===== src/rtl/clip_record_play_ctrl_if.sv =====
// Sample-RAM bus between the record/play controller (master) and the clip RAM (slave).
// Address is {clip, offset}; read data is valid one cycle after memRe.
interface clip_record_play_ctrl_if #(
    parameter int unsigned DATA_W = 8,
    parameter int unsigned ADDR_W = 14
);
    logic [ADDR_W:0]   memAddr;
    logic              memWe;
    logic              memRe;
    logic [DATA_W-1:0] memWdata;
    logic [DATA_W-1:0] memRdata;

    modport master (
        output memAddr, memWe, memRe, memWdata,
        input  memRdata
    );

    modport slave (
        input  memAddr, memWe, memRe, memWdata,
        output memRdata
    );
endinterface


===== src/rtl/clip_record_play_ctrl.sv =====
// Two-clip record/playback sequencer: paces mic writes and speaker reads at the sample rate,
// keeps per-clip lengths and valid flags, and handles clip selection from button pulses.
module clip_record_play_ctrl #(
    parameter int unsigned DATA_W     = 8,
    parameter int unsigned ADDR_W     = 14,
    parameter int unsigned CLIP_DEPTH = 16000,
    parameter int unsigned SAMPLE_DIV = 3125
) (
    input  logic                  clk,
    input  logic                  reset,
    input  logic                  playPulse,
    input  logic                  recordPulse,
    input  logic                  clipPlayPulse,
    input  logic                  clipRecordPulse,
    input  logic                  resetPulse,
    input  logic [DATA_W-1:0]     micSample,
    clip_record_play_ctrl_if.master mem,
    output logic [DATA_W-1:0]     spkSample,
    output logic                  spkValid,
    output logic                  playClip,
    output logic                  recClip,
    output logic [1:0]            clipValid,
    output logic                  recording,
    output logic                  playing,
    output logic                  doneStrobe
);

    localparam int unsigned DIV_W = $clog2(SAMPLE_DIV);
    localparam logic [DIV_W-1:0]  DIV_LAST = DIV_W'(SAMPLE_DIV - 1);
    localparam logic [ADDR_W-1:0] LAST_OFF = ADDR_W'(CLIP_DEPTH - 1);
    localparam logic [ADDR_W:0]   FULL_LEN = (ADDR_W + 1)'(CLIP_DEPTH);

    typedef enum logic [1:0] {StIdle, StRecord, StPlay} stateT;

    stateT               stateQ, stateD;
    logic [DIV_W-1:0]    divQ, divD;
    logic [ADDR_W-1:0]   offsetQ, offsetD;
    logic [1:0][ADDR_W:0] lenQ, lenD;
    logic [1:0]          clipValidQ, clipValidD;
    logic                playClipQ, playClipD;
    logic                recClipQ, recClipD;
    logic [ADDR_W:0]     memAddrQ, memAddrD;
    logic                memWeQ, memWeD;
    logic                memReQ, memReD;
    logic [DATA_W-1:0]   memWdataQ, memWdataD;
    // Read pipeline: memRe -> rdValid (RAM data present) -> spkValid; "last" flags ride along.
    logic                lastReQ, lastReD;
    logic                rdValidQ, rdValidD;
    logic                lastRdQ, lastRdD;
    logic [DATA_W-1:0]   spkSampleQ, spkSampleD;
    logic                spkValidQ, spkValidD;
    logic                spkLastQ, spkLastD;
    logic                doneQ, doneD;

    logic                tick;
    logic [ADDR_W:0]     wrLen;
    logic [ADDR_W:0]     playLast;

    assign tick     = (stateQ != StIdle) && (divQ == DIV_LAST);
    // A write strobed this cycle has not bumped the offset yet, so count it here.
    assign wrLen    = {1'b0, offsetQ} + {{ADDR_W{1'b0}}, memWeQ};
    assign playLast = lenQ[playClipQ] - (ADDR_W + 1)'(1);

    always_comb begin
        stateD     = stateQ;
        divD       = (stateQ == StIdle || tick) ? '0 : divQ + DIV_W'(1);
        offsetD    = offsetQ;
        lenD       = lenQ;
        clipValidD = clipValidQ;
        playClipD  = playClipQ;
        recClipD   = recClipQ;
        memAddrD   = memAddrQ;
        memWeD     = 1'b0;
        memReD     = 1'b0;
        memWdataD  = memWdataQ;
        lastReD    = 1'b0;
        rdValidD   = 1'b0;
        lastRdD    = 1'b0;
        spkSampleD = spkSampleQ;
        spkValidD  = 1'b0;
        spkLastD   = 1'b0;
        doneD      = 1'b0;

        if (resetPulse) begin
            stateD     = StIdle;
            divD       = '0;
            offsetD    = '0;
            lenD       = '0;
            clipValidD = '0;
            playClipD  = 1'b0;
            recClipD   = 1'b0;
            memAddrD   = '0;
            spkSampleD = '0;
        end else begin
            unique case (stateQ)
                StIdle: begin
                    if (recordPulse) begin
                        stateD                = StRecord;
                        divD                  = '0;
                        offsetD               = '0;
                        clipValidD[recClipQ]  = 1'b0;
                    end else if (playPulse && clipValidQ[playClipQ]) begin
                        stateD  = StPlay;
                        divD    = '0;
                        offsetD = '0;
                    end else begin
                        if (clipPlayPulse)   playClipD = ~playClipQ;
                        if (clipRecordPulse) recClipD  = ~recClipQ;
                    end
                end
                StRecord: begin
                    if (recordPulse || (memWeQ && offsetQ == LAST_OFF)) begin
                        // A tick coinciding with the stop pulse is dropped: no write follows.
                        stateD               = StIdle;
                        divD                 = '0;
                        doneD                = 1'b1;
                        lenD[recClipQ]       = recordPulse ? wrLen : FULL_LEN;
                        clipValidD[recClipQ] = recordPulse ? (wrLen != '0) : 1'b1;
                    end else begin
                        if (memWeQ) offsetD = offsetQ + ADDR_W'(1);
                        if (tick) begin
                            memWeD    = 1'b1;
                            memAddrD  = {recClipQ, offsetQ};
                            memWdataD = micSample;
                        end
                    end
                end
                StPlay: begin
                    if (playPulse || (spkValidQ && spkLastQ)) begin
                        stateD = StIdle;
                        divD   = '0;
                        doneD  = 1'b1;
                    end else begin
                        if (tick) begin
                            memReD   = 1'b1;
                            memAddrD = {playClipQ, offsetQ};
                            lastReD  = ({1'b0, offsetQ} == playLast);
                        end
                        if (memReQ) begin
                            rdValidD = 1'b1;
                            lastRdD  = lastReQ;
                            if (!lastReQ) offsetD = offsetQ + ADDR_W'(1);
                        end
                        if (rdValidQ) begin
                            spkSampleD = mem.memRdata;
                            spkValidD  = 1'b1;
                            spkLastD   = lastRdQ;
                        end
                    end
                end
                default: stateD = StIdle;
            endcase
        end
    end

    always_ff @(posedge clk or negedge reset) begin
        if (!reset) begin
            stateQ     <= StIdle;
            divQ       <= '0;
            offsetQ    <= '0;
            lenQ       <= '0;
            clipValidQ <= '0;
            playClipQ  <= 1'b0;
            recClipQ   <= 1'b0;
            memAddrQ   <= '0;
            memWeQ     <= 1'b0;
            memReQ     <= 1'b0;
            memWdataQ  <= '0;
            lastReQ    <= 1'b0;
            rdValidQ   <= 1'b0;
            lastRdQ    <= 1'b0;
            spkSampleQ <= '0;
            spkValidQ  <= 1'b0;
            spkLastQ   <= 1'b0;
            doneQ      <= 1'b0;
        end else begin
            stateQ     <= stateD;
            divQ       <= divD;
            offsetQ    <= offsetD;
            lenQ       <= lenD;
            clipValidQ <= clipValidD;
            playClipQ  <= playClipD;
            recClipQ   <= recClipD;
            memAddrQ   <= memAddrD;
            memWeQ     <= memWeD;
            memReQ     <= memReD;
            memWdataQ  <= memWdataD;
            lastReQ    <= lastReD;
            rdValidQ   <= rdValidD;
            lastRdQ    <= lastRdD;
            spkSampleQ <= spkSampleD;
            spkValidQ  <= spkValidD;
            spkLastQ   <= spkLastD;
            doneQ      <= doneD;
        end
    end

    assign mem.memAddr  = memAddrQ;
    assign mem.memWe    = memWeQ;
    assign mem.memRe    = memReQ;
    assign mem.memWdata = memWdataQ;
    assign spkSample    = spkSampleQ;
    assign spkValid     = spkValidQ;
    assign playClip     = playClipQ;
    assign recClip      = recClipQ;
    assign clipValid    = clipValidQ;
    assign recording    = (stateQ == StRecord);
    assign playing      = (stateQ == StPlay);
    assign doneStrobe   = doneQ;

endmodule

===== src/flat_wrapper.sv =====
// flat-port wrapper written by rule: the top's interface ports become plain ports
module clip_record_play_ctrl_flat 
#(
    parameter int unsigned DATA_W     = 8,
    parameter int unsigned ADDR_W     = 14,
    parameter int unsigned CLIP_DEPTH = 16000,
    parameter int unsigned SAMPLE_DIV = 3125
)
  (clk, reset, playPulse, recordPulse, clipPlayPulse, clipRecordPulse, resetPulse, micSample, spkSample, spkValid, playClip, recClip, clipValid, recording, playing, doneStrobe, mem_memAddr, mem_memWe, mem_memRe, mem_memWdata, mem_memRdata);
  clip_record_play_ctrl_if #(.DATA_W(DATA_W), .ADDR_W(ADDR_W)) mem_i ();
  input  logic clk;
  input  logic reset;
  input  logic playPulse;
  input  logic recordPulse;
  input  logic clipPlayPulse;
  input  logic clipRecordPulse;
  input  logic resetPulse;
  input  logic [DATA_W-1:0] micSample;
  output logic [DATA_W-1:0] spkSample;
  output logic spkValid;
  output logic playClip;
  output logic recClip;
  output logic [1:0] clipValid;
  output logic recording;
  output logic playing;
  output logic doneStrobe;
  output wire logic [$bits(mem_i.memAddr)-1:0] mem_memAddr;
  output wire logic [$bits(mem_i.memWe)-1:0] mem_memWe;
  output wire logic [$bits(mem_i.memRe)-1:0] mem_memRe;
  output wire logic [$bits(mem_i.memWdata)-1:0] mem_memWdata;
  input wire logic [$bits(mem_i.memRdata)-1:0] mem_memRdata;
  assign mem_memAddr = mem_i.memAddr;
  assign mem_memWe = mem_i.memWe;
  assign mem_memRe = mem_i.memRe;
  assign mem_memWdata = mem_i.memWdata;
  assign mem_i.memRdata = mem_memRdata;
  clip_record_play_ctrl #(.DATA_W(DATA_W), .ADDR_W(ADDR_W), .CLIP_DEPTH(CLIP_DEPTH), .SAMPLE_DIV(SAMPLE_DIV)) u_core (.clk(clk), .reset(reset), .playPulse(playPulse), .recordPulse(recordPulse), .clipPlayPulse(clipPlayPulse), .clipRecordPulse(clipRecordPulse), .resetPulse(resetPulse), .micSample(micSample), .mem(mem_i), .spkSample(spkSample), .spkValid(spkValid), .playClip(playClip), .recClip(recClip), .clipValid(clipValid), .recording(recording), .playing(playing), .doneStrobe(doneStrobe));
endmodule

===== config.mk =====
export PLATFORM = sky130hd
export DESIGN_NAME = clip_record_play_ctrl_flat
export DESIGN_NICKNAME = d
export VERILOG_FILES = /design/src/rtl/clip_record_play_ctrl_if.sv /design/src/rtl/clip_record_play_ctrl.sv /design/src/flat_wrapper.sv
export SDC_FILE = /design/constraint.sdc
export NUM_CORES = 1
export LEC_CHECK = 0
export CORE_MARGIN = 2
export CORE_UTILIZATION = 50
export CTS_CLUSTER_SIZE = 12
export DETAILED_ROUTE_END_ITERATION = 12
export HOLD_SLACK_MARGIN = 0.15
export PLACE_DENSITY = 0.7
export SKIP_LAST_GASP = 1
export SLEW_MARGIN = 20
export SYNTH_ARGS = -nofsm -noshare
export SYNTH_HDL_FRONTEND = slang
export SYNTH_SLANG_ARGS = --single-unit

===== constraint.sdc =====
create_clock -name clk -period 3.81 [get_ports clk]
set_clock_uncertainty 0.05 [all_clocks]
set_input_delay 0.5715 -clock clk [delete_from_list [all_inputs] [get_ports clk]]
set_output_delay 0.5715 -clock clk [all_outputs]
set_load 0.005 [all_outputs]

==> impl_metrics.json <==
{
  "status": "finished clean",
  "timing.setup.tns_ns": 0,
  "clock_path_buffers": 2,
  "h-tree-depth": 3,
  "avgViaCountPerCell": 6.00,
  "final.period_utilization": 0.741,
  "synth_edf_count": 0,
  "firstDrtPassIters": 5,
  "crit_type": "reg2reg",
  "final_cells": 774,
  "synth-adder-area-share": 0.0223,
  "synth.top_cell.area_share": 0.450,
  "synthCells": 580,
  "port-buffer-count": 63,
  "drv_slew": 0,
  "worstPathRequired_ns": 4.03,
  "avgSynthCellArea_um2": 9.68,
  "overflow": 0,
  "power_density_mw_per_mm2": 330,
  "power.net_switching_uw": 582,
  "dp_cells": 758,
  "wirelength_um": 14000,
  "num_rows": 38,
  "dieArea_mm2": 0.0121,
  "p_int_mw": 1.57,
  "die_h_um": 110,
  "cts_root_buf": "clkbuf_8",
  "final_hold_viol_count": 0,
  "arrival_ns": 3.05,
  "max_slew_margin": 0.359,
  "p_clk_frac": 0.338,
  "vias": 4644,
  "cts_tree": "yes",
  "track_usage": 0.249,
  "wl_per_cell_um": 18.0,
  "layout_min_cycle_time_ns": 2.82,
  "ys_warn_count": 0,
  "reg2reg_slack_ns": 0.99,
  "irDropWorstVdd_v": 0.000253,
  "crit_fanout": 18,
  "yosys.area_share.simple": 0.199,
  "synth.area.top_cells": "dfrtp_1 (45%), mux2i_1 (4.5%), xnor2_1 (4.1%)",
  "synth_top_family_by_area": "simple AND/OR/NAND/NOR gates",
  "p_leak_nw": 2.76,
  "yosys.area.top_type": "dfrtp_1",
  "post_cts_buffers": 0,
  "core_area_mm2": 0.0109,
  "rr_worst_depth": 7,
  "cts_made_buffers": 9,
  "p_sw_frac": 0.271,
  "ys_seq_area_frac": 0.450,
  "netlist_area_mm2": 0.00562,
  "dp_hpwl_um": 10200,
  "cp-endpoint": "u_core.lastReQ$_DFF_PN0_",
  "synth-compound-area-share": 0.151,
  "ys_ff_latch": 101,
  "fmax_ghz": 0.354,
  "path_clk_slew_ns": 0.10,
  "synthToLayoutAreaGrowth_pct": 16.1,
  "initial_utilization": 0.516,
  "p_seq_frac": 0.516,
  "tightest_slew_ns": 0.962,
  "comb_power_share": 0.146,
  "yosys-mux-area-fraction": 0.0686,
  "n_fill_cell": 929,
  "grt_pass1_wl_um": 23100,
  "clkLatencyLatePin_ns": 0.38,
  "first_iter_violations": 319,
  "cp-startpoint": "u_core.playClip$_DFFE_PN0P_",
  "top_level_ports": 64,
  "drive_gt1_frac": 0.0741,
  "rr_endpoint": "u_core.lastReQ$_DFF_PN0_",
  "antenna_cells": 0,
  "maxCapViolations": 0,
  "setup_violations": 0,
  "die_w_um": 110,
  "async_reset_ff_frac": 1.00,
  "first_global_vias": 4580,
  "grt_max_degree": 76,
  "ys.flop_type": "dfrtp_1",
  "cp-end-kind": "flip-flop",
  "cp-start-kind": "flip-flop",
  "hp-class": "in2async",
  "final_antenna_net_count": 0,
  "drc": 0,
  "layout.nets": 662,
  "ctsHoldBuffers": 0,
  "grt_antenna_before_repair": 0,
  "gp_congestion": 0.877,
  "rsz0062_at_grt": "false",
  "synthDistinctLibCells": 67,
  "numClockSinks": 101,
  "cts_resized": 0,
  "synth_xor_xnor_area_share": 0.0702,
  "synth_nets": 613,
  "crit-reg2reg-launch": "u_core.playClip$_DFFE_PN0P_"
}
final cells by class:
cell class,count,area (um2),area share
multi-input cells,431,2870,0.440
inverters,17,63.8,0.00979
well taps,140,175,0.0269
repair buffers,69,673,0.103
flip-flops and latches,101,2530,0.388
clock buffers,13,169,0.0259
clock inverters,3,42.5,0.00652
per-stage QoR:
stage	total power, mW	setup slack, ns	instance area, um2	utilization	hold WS, ns
after global placement	1.44	0.926	6310	0.579	0.426
after floorplan	1.33	1.32	5620	-	0.226
after global routing	2.24	0.877	6520	0.599	0.354
final	2.15	0.985	6520	0.599	0.275
after detailed placement	1.44	0.842	6310	0.579	0.445
after CTS	2.16	1.02	6520	0.599	0.304
layer usage:
| layer | part of all wire | track usage | wire (um) |
|---|---|---|---|
| met1 | 0.45 | 0.340 | 6330 |
| met5 | 0 | 0 | 0 |
| met3 | 0.053 | 0.0429 | 741 |
| met2 | 0.47 | 0.392 | 6550 |
| met4 | 0.024 | 0.105 | 340 |
state kept, by name, indices dropped and copies added, names as in the netlist, 2 cells and up:
signal               flops
u_core.mem.memWdata      8
u_core.offsetQ          14
u_core.spkSample         8
u_core.divQ             12
u_core.clipValid         2
u_core.lenQ             30
u_core.mem.memAddr      15
u_core.stateQ            2
cells in the final DEF, fill, tap and decap left out, drive strengths merged, types with 3 or more instances in the layout:
| master | instances |
|---|---|
| inv | 16 |
| o32ai | 3 |
| mux2 | 12 |
| clkdlybuf4s50 | 62 |
| nor2 | 48 |
| mux2i | 25 |
| nor4 | 10 |
| xnor2 | 26 |
| nor3 | 21 |
| nand2 | 48 |
| clkbuf | 13 |
| ha | 10 |
| and2 | 4 |
| or3 | 3 |
| o22ai | 4 |
| nor2b | 5 |
| a31oi | 12 |
| and3 | 13 |
| a211oi | 3 |
| nand3b | 3 |
| o31ai | 3 |
| o21ai | 22 |
| a21oi | 32 |
| xor2 | 19 |
| o211ai | 4 |
| a22o | 18 |
| nand3 | 28 |
| buf | 7 |
| o21a | 6 |
| nand4 | 8 |
| nand2b | 10 |
| dfrtp | 101 |
power by group through the flow:
stage	logic (mW)	clock network (mW)	registers (mW)
finish	0.314	0.727	1.11
global placement	0.308	0	1.13
global route	0.346	0.778	1.11
floorplan	0.217	0	1.12
detailed placement	0.313	0	1.13
CTS	0.315	0.738	1.11
critical path: stages (launching register included):
cell and delay (ns):
dfrtp_1 0.84, buf_4 0.31, or3b_2 0.48, a221o_1 0.33
mux2i_1 0.14, mux2_2 0.17, a31oi_1 0.09, a2111oi_2 0.29
cells by family after synthesis:
kind of cell / Yosys count
AO/OA/AOI/OAI: 124
flip-flops: 101
XOR/XNOR: 45
buffers and inverters: 48
adder cells (fa/ha/maj): 10
multiplexers: 37
AND/OR/NAND/NOR: 215
worst min path at each step:
stage                                         to  slack, ns  depth (start not counted)
2_1_floorplan    u_core.clipValid[0]$_DFFE_PN0P_       0.23                          0
3_3_place_gp           u_core.spkLastQ$_DFF_PN0_       0.43                          1
3_5_place_dp   u_core.mem.memAddr[6]$_DFFE_PN0P_       0.45                          1
4_1_cts          u_core.spkSample[7]$_DFFE_PN0P_       0.30                          1
5_1_grt          u_core.spkSample[7]$_DFFE_PN0P_       0.35                          1
6_report         u_core.spkSample[7]$_DFFE_PN0P_       0.28                          1
synth_stat cells (11+ instances only):
| library cell | count |
|---|---|
| a22o_1 | 18 |
| a21oi_1 | 32 |
| inv_1 | 16 |
| a31oi_1 | 12 |
| xnor2_1 | 26 |
| dfrtp_1 | 101 |
| xor2_1 | 19 |
| and3_1 | 11 |
| nor3_1 | 21 |
| nand3_1 | 28 |
| nand2_1 | 48 |
| nor2_1 | 46 |
| o21ai_0 | 21 |
| mux2i_1 | 25 |
| clkbuf_1 | 15 |
| mux2_2 | 12 |
(Power assumes the default switching activity.)
